`config.mk`:
```
export PLATFORM = sky130hd
export DESIGN_NAME = keypad_scanner_flat
export DESIGN_NICKNAME = d
export VERILOG_FILES = /design/src/rtl/keypad_scanner_pkg.sv /design/src/rtl/keypad_scanner_if.sv /design/src/rtl/keypad_scanner_tick_gen.sv /design/src/rtl/keypad_scanner.sv /design/src/flat_wrapper.sv
export SDC_FILE = /design/constraint.sdc
export NUM_CORES = 1
export LEC_CHECK = 0
export CAP_MARGIN = 20
export CORE_ASPECT_RATIO = 1.4
export CORE_MARGIN = 3
export CORE_UTILIZATION = 60
export CTS_BUF_LIST = sky130_fd_sc_hd__clkbuf_4
export DETAILED_ROUTE_END_ITERATION = 8
export PLACE_DENSITY = 0.8
export SETUP_SLACK_MARGIN = 0.4
export SLEW_MARGIN = 25
export SYNTH_ARGS = -nofsm -noshare
export SYNTH_HDL_FRONTEND = slang
export SYNTH_SLANG_ARGS = --single-unit
export TNS_END_PERCENT = 30
```
`constraint.sdc`:
```
create_clock -name clk -period 6.3 [get_ports clk]
set_input_delay 0.945 -clock clk [delete_from_list [all_inputs] [get_ports clk]]
set_output_delay 0.945 -clock clk [all_outputs]
set_load 0.005 [all_outputs]
```
`src/rtl/keypad_scanner_pkg.sv`:
```
// Shared types and constants for the matrix keypad scanner.
// Latency: n/a (declarations only).
// Backpressure: n/a.
//
// Contents: FSM state encoding, column strobe constants and the row helpers
// used by the frame accumulator.
package keypad_scanner_pkg;

  typedef enum logic [1:0] {
    ST_IDLE     = 2'd0,
    ST_DEBOUNCE = 2'd1,
    ST_PRESSED  = 2'd2,
    ST_RELEASE  = 2'd3
  } kp_state_t;

  // Active-low one-hot column strobes, indexed by column select.
  localparam logic [3:0] KPCOL_C0 = 4'b1110;
  localparam logic [3:0] KPCOL_C1 = 4'b1101;
  localparam logic [3:0] KPCOL_C2 = 4'b1011;
  localparam logic [3:0] KPCOL_C3 = 4'b0111;

  // Frame accumulator hit counter values.
  localparam logic [1:0] HIT_NONE  = 2'd0;
  localparam logic [1:0] HIT_ONE   = 2'd1;
  localparam logic [1:0] HIT_MULTI = 2'd2;

  function automatic logic [3:0] col_decode(input logic [1:0] sel);
    logic [3:0] col;
    case (sel)
      2'd0:    col = KPCOL_C0;
      2'd1:    col = KPCOL_C1;
      2'd2:    col = KPCOL_C2;
      default: col = KPCOL_C3;
    endcase
    return col;
  endfunction

  // True when exactly one active-low row is asserted.
  function automatic logic single_low(input logic [3:0] rows);
    logic [3:0] act;
    act = ~rows;
    return (act != 4'd0) && ((act & (act - 4'd1)) == 4'd0);
  endfunction

  // Index of the single low row; only meaningful when single_low() is true.
  function automatic logic [1:0] row_index(input logic [3:0] rows);
    logic [1:0] idx;
    case (rows)
      4'b1110: idx = 2'd0;
      4'b1101: idx = 2'd1;
      4'b1011: idx = 2'd2;
      4'b0111: idx = 2'd3;
      default: idx = 2'd0;
    endcase
    return idx;
  endfunction

endpackage

```
`src/rtl/keypad_scanner_if.sv`:
```
// Keypad pin and key-event bundle between the scanner and the board/control side.
// Latency: n/a (wires only).
// Backpressure: none; keyValid is a fire-and-forget one-clock pulse.
//
// Signals:
//   kpRow    keypad rows, active-low, asynchronous to clk
//   kpCol    column strobes, active-low one-hot
//   keyCode  accepted key {rowIdx, colIdx}
//   keyValid one-clock pulse per accepted press
//   keyHeld  high while the accepted key is considered pressed
interface keypad_scanner_if;
  logic [3:0] kpRow;
  logic [3:0] kpCol;
  logic [3:0] keyCode;
  logic       keyValid;
  logic       keyHeld;

  // Scanner side.
  modport master (
    input  kpRow,
    output kpCol,
    output keyCode,
    output keyValid,
    output keyHeld
  );

  // Board pins / key consumer side.
  modport slave (
    output kpRow,
    input  kpCol,
    input  keyCode,
    input  keyValid,
    input  keyHeld
  );
endinterface

```
`src/rtl/keypad_scanner_tick_gen.sv`:
```
// Scan-rate tick generator: one-clock pulse every CLK_HZ/SCAN_HZ clocks.
// Latency: tick_o is registered, high the clock after the divider wraps.
// Backpressure: none; free-running.
//
// Ports:
//   clk     system clock
//   reset   synchronous, active-high
//   tick_o  one-clock scan tick
module scan_tick_gen #(
  parameter int CLK_HZ  = 100_000_000,
  parameter int SCAN_HZ = 1_000
) (
  input  logic clk,
  input  logic reset,
  output logic tick_o
);

  localparam int DIV   = (CLK_HZ / SCAN_HZ > 0) ? CLK_HZ / SCAN_HZ : 1;
  localparam int DIV_W = (DIV > 1) ? $clog2(DIV) : 1;
  localparam logic [DIV_W-1:0] DIV_LAST = DIV_W'(DIV - 1);

  logic [DIV_W-1:0] div_q, div_d;
  logic             tick_q, tick_d;
  logic             wrap;

  assign wrap = (div_q == DIV_LAST);

  always_comb begin
    tick_d = wrap;
    div_d  = wrap ? '0 : div_q + 1'b1;
  end

  always_ff @(posedge clk) begin
    if (reset) begin
      div_q  <= '0;
      tick_q <= 1'b0;
    end else begin
      div_q  <= div_d;
      tick_q <= tick_d;
    end
  end

  assign tick_o = tick_q;

endmodule

```
`src/rtl/keypad_scanner.sv`:
```
// 4x4 matrix keypad scanner: column strobing, row sampling, frame-level debounce, key events.
// Latency: keyValid pulses the clock after the frame end completing the DEBOUNCE_SCANS-th matching frame.
// Backpressure: none; keyValid is a single-clock pulse that is not held or retried.
//
// Ports:
//   clk    system clock, single domain
//   reset  synchronous, active-high, overrides everything
//   kp     keypad_scanner_if.master: kpRow in, kpCol/keyCode/keyValid/keyHeld out
module keypad_scanner
  import keypad_scanner_pkg::*;
#(
  parameter int CLK_HZ         = 100_000_000,
  parameter int SCAN_HZ        = 1_000,
  parameter int DEBOUNCE_SCANS = 4
) (
  input logic              clk,
  input logic              reset,
  keypad_scanner_if.master kp
);

  localparam int CNT_W = $clog2(DEBOUNCE_SCANS + 1);
  localparam logic [CNT_W-1:0] DB_TARGET = CNT_W'(DEBOUNCE_SCANS);
  localparam logic [CNT_W-1:0] DB_FIRST  = CNT_W'(1);
  // With a single-frame debounce the first matching frame already decides.
  localparam logic FIRST_DECIDES = (DEBOUNCE_SCANS <= 1);

  logic tick;

  scan_tick_gen #(
    .CLK_HZ  (CLK_HZ),
    .SCAN_HZ (SCAN_HZ)
  ) u_tick (
    .clk    (clk),
    .reset  (reset),
    .tick_o (tick)
  );

  // ---------------------------------------------------------------------------
  // Row synchronizer and column select
  // ---------------------------------------------------------------------------
  logic [3:0] rowsMeta_q, rowsSync_q;
  logic [1:0] colSel_q, colSel_d;

  always_comb begin
    colSel_d = tick ? colSel_q + 2'd1 : colSel_q;
  end

  always_ff @(posedge clk) begin
    if (reset) begin
      rowsMeta_q <= 4'hF;
      rowsSync_q <= 4'hF;
      colSel_q   <= 2'd0;
    end else begin
      rowsMeta_q <= kp.kpRow;
      rowsSync_q <= rowsMeta_q;
      colSel_q   <= colSel_d;
    end
  end

  // ---------------------------------------------------------------------------
  // Frame accumulator
  // ---------------------------------------------------------------------------
  logic [1:0] hitCnt_q, hitCnt_d;
  logic [3:0] hitCode_q, hitCode_d;
  logic       frame_end;
  logic       frame_hit;
  logic [3:0] frame_code;

  // hitCnt_d/hitCode_d fold the current column's sample into the frame, so
  // the frame-end decision includes column 3 without an extra cycle.
  always_comb begin
    hitCnt_d  = hitCnt_q;
    hitCode_d = hitCode_q;
    if (rowsSync_q != 4'hF) begin
      if (single_low(rowsSync_q) && (hitCnt_q == HIT_NONE)) begin
        hitCnt_d  = HIT_ONE;
        hitCode_d = {row_index(rowsSync_q), colSel_q};
      end else begin
        // A second hit in the frame or several rows at once: ambiguous, reject.
        hitCnt_d = HIT_MULTI;
      end
    end
  end

  assign frame_end  = tick && (colSel_q == 2'd3);
  assign frame_hit  = (hitCnt_d == HIT_ONE);
  assign frame_code = hitCode_d;

  always_ff @(posedge clk) begin
    if (reset) begin
      hitCnt_q  <= HIT_NONE;
      hitCode_q <= 4'd0;
    end else if (tick) begin
      if (frame_end) begin
        hitCnt_q  <= HIT_NONE;
        hitCode_q <= 4'd0;
      end else begin
        hitCnt_q  <= hitCnt_d;
        hitCode_q <= hitCode_d;
      end
    end
  end

  // ---------------------------------------------------------------------------
  // Debounce FSM (advances only at frame end)
  // ---------------------------------------------------------------------------
  kp_state_t        state_q;
  logic [3:0]       cand_q;
  logic [CNT_W-1:0] dbCnt_q;
  logic [CNT_W-1:0] dbCnt_inc;
  logic [3:0]       keyCode_q;
  logic             keyValid_q;
  logic             keyHeld_q;
  logic             match_cand;
  logic             match_key;

  assign dbCnt_inc  = dbCnt_q + DB_FIRST;
  assign match_cand = frame_hit && (frame_code == cand_q);
  assign match_key  = frame_hit && (frame_code == keyCode_q);

  always_ff @(posedge clk) begin
    if (reset) begin
      state_q    <= ST_IDLE;
      cand_q     <= 4'd0;
      dbCnt_q    <= '0;
      keyCode_q  <= 4'd0;
      keyValid_q <= 1'b0;
      keyHeld_q  <= 1'b0;
    end else begin
      keyValid_q <= 1'b0;
      if (frame_end) begin
        case (state_q)
          ST_IDLE: begin
            if (frame_hit) begin
              cand_q <= frame_code;
              if (FIRST_DECIDES) begin
                state_q    <= ST_PRESSED;
                keyCode_q  <= frame_code;
                keyValid_q <= 1'b1;
                keyHeld_q  <= 1'b1;
                dbCnt_q    <= '0;
              end else begin
                state_q <= ST_DEBOUNCE;
                dbCnt_q <= DB_FIRST;
              end
            end
          end
          ST_DEBOUNCE: begin
            if (match_cand) begin
              if (dbCnt_inc >= DB_TARGET) begin
                state_q    <= ST_PRESSED;
                keyCode_q  <= cand_q;
                keyValid_q <= 1'b1;
                keyHeld_q  <= 1'b1;
                dbCnt_q    <= '0;
              end else begin
                dbCnt_q <= dbCnt_inc;
              end
            end else begin
              state_q <= ST_IDLE;
              dbCnt_q <= '0;
            end
          end
          ST_PRESSED: begin
            if (!match_key) begin
              if (FIRST_DECIDES) begin
                state_q   <= ST_IDLE;
                keyHeld_q <= 1'b0;
                dbCnt_q   <= '0;
              end else begin
                state_q <= ST_RELEASE;
                dbCnt_q <= DB_FIRST;
              end
            end
          end
          ST_RELEASE: begin
            if (match_key) begin
              // Glitch-length release: resume the press without a new event.
              state_q <= ST_PRESSED;
              dbCnt_q <= '0;
            end else if (dbCnt_inc >= DB_TARGET) begin
              state_q   <= ST_IDLE;
              keyHeld_q <= 1'b0;
              dbCnt_q   <= '0;
            end else begin
              dbCnt_q <= dbCnt_inc;
            end
          end
          default: begin
            state_q <= ST_IDLE;
            dbCnt_q <= '0;
          end
        endcase
      end
    end
  end

  assign kp.kpCol    = col_decode(colSel_q);
  assign kp.keyCode  = keyCode_q;
  assign kp.keyValid = keyValid_q;
  assign kp.keyHeld  = keyHeld_q;

endmodule

```
`src/flat_wrapper.sv`:
```
// flat-port wrapper written by rule: the top's interface ports become plain ports
module keypad_scanner_flat import keypad_scanner_pkg::*;
#(
  parameter int CLK_HZ         = 100_000_000,
  parameter int SCAN_HZ        = 1_000,
  parameter int DEBOUNCE_SCANS = 4
)
  (clk, reset, kp_kpRow, kp_kpCol, kp_keyCode, kp_keyValid, kp_keyHeld);
  keypad_scanner_if kp_i ();
  input logic clk;
  input logic reset;
  input wire logic [$bits(kp_i.kpRow)-1:0] kp_kpRow;
  output wire logic [$bits(kp_i.kpCol)-1:0] kp_kpCol;
  output wire logic [$bits(kp_i.keyCode)-1:0] kp_keyCode;
  output wire logic [$bits(kp_i.keyValid)-1:0] kp_keyValid;
  output wire logic [$bits(kp_i.keyHeld)-1:0] kp_keyHeld;
  assign kp_i.kpRow = kp_kpRow;
  assign kp_kpCol = kp_i.kpCol;
  assign kp_keyCode = kp_i.keyCode;
  assign kp_keyValid = kp_i.keyValid;
  assign kp_keyHeld = kp_i.keyHeld;
  keypad_scanner #(.CLK_HZ(CLK_HZ), .SCAN_HZ(SCAN_HZ), .DEBOUNCE_SCANS(DEBOUNCE_SCANS)) u_core (.clk(clk), .reset(reset), .kp(kp_i));
endmodule
```
==> flow_metrics.py <==
metrics = {
    "sta": {
        "hold_ws_ns": 0.425,
        "layout_setup_ws_ns": 3.47,
        "fin_skew_ns": 0.00536,
        "tns_ns": 0,
        "worstMarginPinSlew_ns": 0.777,
        "rsz0062_at_grt": "false",
        "slew_violations": 0,
        "fmax_mhz": 353,
        "final-setup-viol-count": 0,
        "fin_crit_sh_pct": 45.0,
        "relSlewSlack_pct": 48.0,
        "finalHoldViolations": 0,
        "period_minus_slack_ns": 2.83,
    },
    "floorplanning": {
        "die_y_microns": 83.9,
        "start_util_pct": 64.1,
        "die-area_sq_um": 5170,
        "io_pins": 16,
        "rows": 27,
        "core_sq_um": 4050,
        "fp.dieW_microns": 61.6,
    },
    "global_routing": {
        "grt_pass1_vias": 2029,
        "antenna_found_initial": 0,
        "grt.total_usage_pct": 22.2,
        "grt_max_degree": 36,
        "grt_pass1_wl_mm": 8.97,
        "grt_remaining_overflow": 0,
    },
    "critical_path": {
        "worstPathRequired_ns": 6.59,
        "path_max_fanout": 13,
        "worstSetupEndpointType": "flip-flop",
        "path_class": "flip-flop to flip-flop",
        "cp.arrival_ns": 3.12,
        "crit_path_start_kind": "flip-flop",
    },
    "clocking": {
        "cts_buffers": 5,
        "cts-htree-levels": 2,
        "path_clk_slew_ns": 0.13,
        "cts_tree": "done",
        "clk_latency_ns": 0.36,
        "cts_buffer_depth": 2,
        "cts_hold_buf": 0,
        "clock-sinks": 49,
        "post_cts_buffers": 0,
        "post_cts_resized": 0,
        "clockRootBuffer": "clkbuf_4",
    },
    "synthesis": {
        "ys.flop_type": "dfxtp_1",
        "synth.cell_area_sq_um": 2600,
        "synth_top_area_share_pct": 37.8,
        "ys_top_cells_by_area": "dfxtp_1 38%, nor2_1 5.1%, xnor2_1 4.0%",
        "ys_ff_latch": 49,
        "ys_warn_count": 0,
        "async_flop_share_pct": 0,
        "yosysTopAreaCell": "dfxtp_1",
        "avgSynthCellArea_sq_um": 8.60,
        "ys_seq_area_share_pct": 37.8,
        "syn_nets": 314,
        "synthDistinctLibCells": 62,
        "syn_inst": 302,
        "synth_edf_count": 0,
    },
    "placed_design": {
        "place_ws_ns": 3.53,
        "gp_congestion": 0.872,
        "portBuffers": 15,
        "post_dp_cell_area_sq_um": 2740,
        "placed_cells": 348,
        "hpwl_mm": 3.78,
    },
    "power_and_ir_drop": {
        "power_frac_seq_pct": 58.9,
        "p_comb_share_pct": 8.5,
        "switchingPower_uw": 127,
        "ir_drop_mv": 0.152,
        "power_uw": 542,
        "p_int_uw": 415,
        "sw_frac_of_total_pct": 23.5,
        "p_leak_nw": 1.05,
        "cellPowerDensity_nw_per_um2": 193,
        "clkPwrFrac_pct": 32.6,
    },
    "drt": {
        "ant_nets": 0,
        "routedWlPerCell_microns": 14.9,
        "drc_errors": 0,
        "routed_wl_mm": 5.28,
        "first_pass_iters": 4,
        "via_count": 2180,
        "viasPerCell": 6.14,
        "drt_iter0_drc": 179,
    },
    "run": {
        "cap_violations": 0,
    },
    "final_layout": {
        "seq_area_sq_um": 981,
        "diodes": 0,
        "area_growth_pct": 8.09,
        "final_cell_mix": "49 x dfxtp_1, 35 x nor2_1, 22 x inv_1, 15 x clkdlybuf4s50_1",
        "layout-drive-gt1-share_pct": 8.65,
        "nets": 324,
        "n_fill_cell": 334,
        "multi_input_area_sq_um": 1460,
        "mostFrequentLayoutCell": "dfxtp_1",
        "design_area_sq_um": 2810,
        "final_util_pct": 69.3,
        "instances_no_fill": 355,
    },
    "worst_hold_path": {
        "holdCritPathClass": "flip-flop to flip-flop",
    },
    "outcome": {
        "status": "finished clean",
    },
}
[Yosys cell counts (3+ instances only)]
master,n
nor2_1,35
o21ba_1,4
nand2b_1,3
a221oi_1,3
o21ai_0,14
xnor2_1,12
nand2_1,13
a21oi_1,14
or2_2,11
dfxtp_1,49
nor2b_1,3
xor2_1,9
o22ai_1,3
and4b_1,4
inv_1,22
a211oi_2,3
nand3_1,10
nand4_1,4
a32oi_1,3
mux2i_1,4
clkbuf_1,7
nor3_1,8
ha_1,6
o21a_1,5
buf_6,3
and3_1,3
[routing by layer]
metal	share of wire, %	track usage (%)
met1	41	26.2
met2	52	37.5
met3	3.9	4.02
met4	2.8	9.27
met5	0	0
[power by group through the flow]
| stage | logic, mW | clock network [mW] | registers, mW |
|---|---|---|---|
| 6_report | 0.0463 | 0.177 | 0.319 |
| 3_3_place_gp | 0.0453 | 0 | 0.326 |
| 5_1_grt | 0.0512 | 0.189 | 0.320 |
| 4_1_cts | 0.0460 | 0.180 | 0.319 |
| 2_1_floorplan | 0.0396 | 0 | 0.323 |
| 3_5_place_dp | 0.0458 | 0 | 0.326 |
[path summary, 6_finish.rpt]
| kind | start | end | slack, ns | depth (start not counted) |
|---|---|---|---|---|
| worst max-delay path | u_core.hitCnt_q[0] | u_core.kp.keyHeld | 3.47 | 7 |
| worst min register to register | u_core.rowsMeta_q[2] | u_core.rowsSync_q[2] | 0.42 | 1 |
| worst min-delay path | u_core.rowsMeta_q[2] | u_core.rowsSync_q[2] | 0.42 | 1 |
| worst max register to register | u_core.hitCnt_q[0] | u_core.kp.keyHeld | 3.47 | 7 |
[cells by family after synthesis]
family,Yosys count,share of synthesized area [%]
muxes,4,1.54
xor gates and xnor gates,21,7.08
buffers and inverters,35,6.17
and+or+nand+nor,110,22.9
adders and majority gates,6,2.89
DFF,49,37.8
AOI/OAI and AO/OA,77,21.7
[state kept, by name, indices dropped and copies added, names as in the netlist]
signal                count
u_core.u_tick.tick_o      1
u_core.kp.keyCode         4
u_core.hitCode_q          4
u_core.state_q            2
u_core.cand_q             4
u_core.rowsMeta_q         4
u_core.kp.keyHeld         1
u_core.dbCnt_q            3
u_core.rowsSync_q         4
u_core.hitCnt_q           2
u_core.kp.keyValid        1
u_core.u_tick.div_q      17
u_core.colSel_q           2
[critical path: stages, from the launching register on]
cell	delay, ns
dfxtp_1	0.39
nor2_1	0.63
a31oi_1	0.24
a211oi_2	0.33
xnor2_1	0.10
a2111o_1	0.56
or2_1	0.32
a211oi_2	0.21
[cell type report]
class	instances	share of cell area, %
repair buffers	16	5.61
inverters	22	2.94
multi-input cells	218	52.0
clock buffers	5	1.34
well taps	43	1.92
flip-flops and latches	49	34.9
clock inverters	2	1.25
Note: power is estimated with default switching activity, not from simulation.
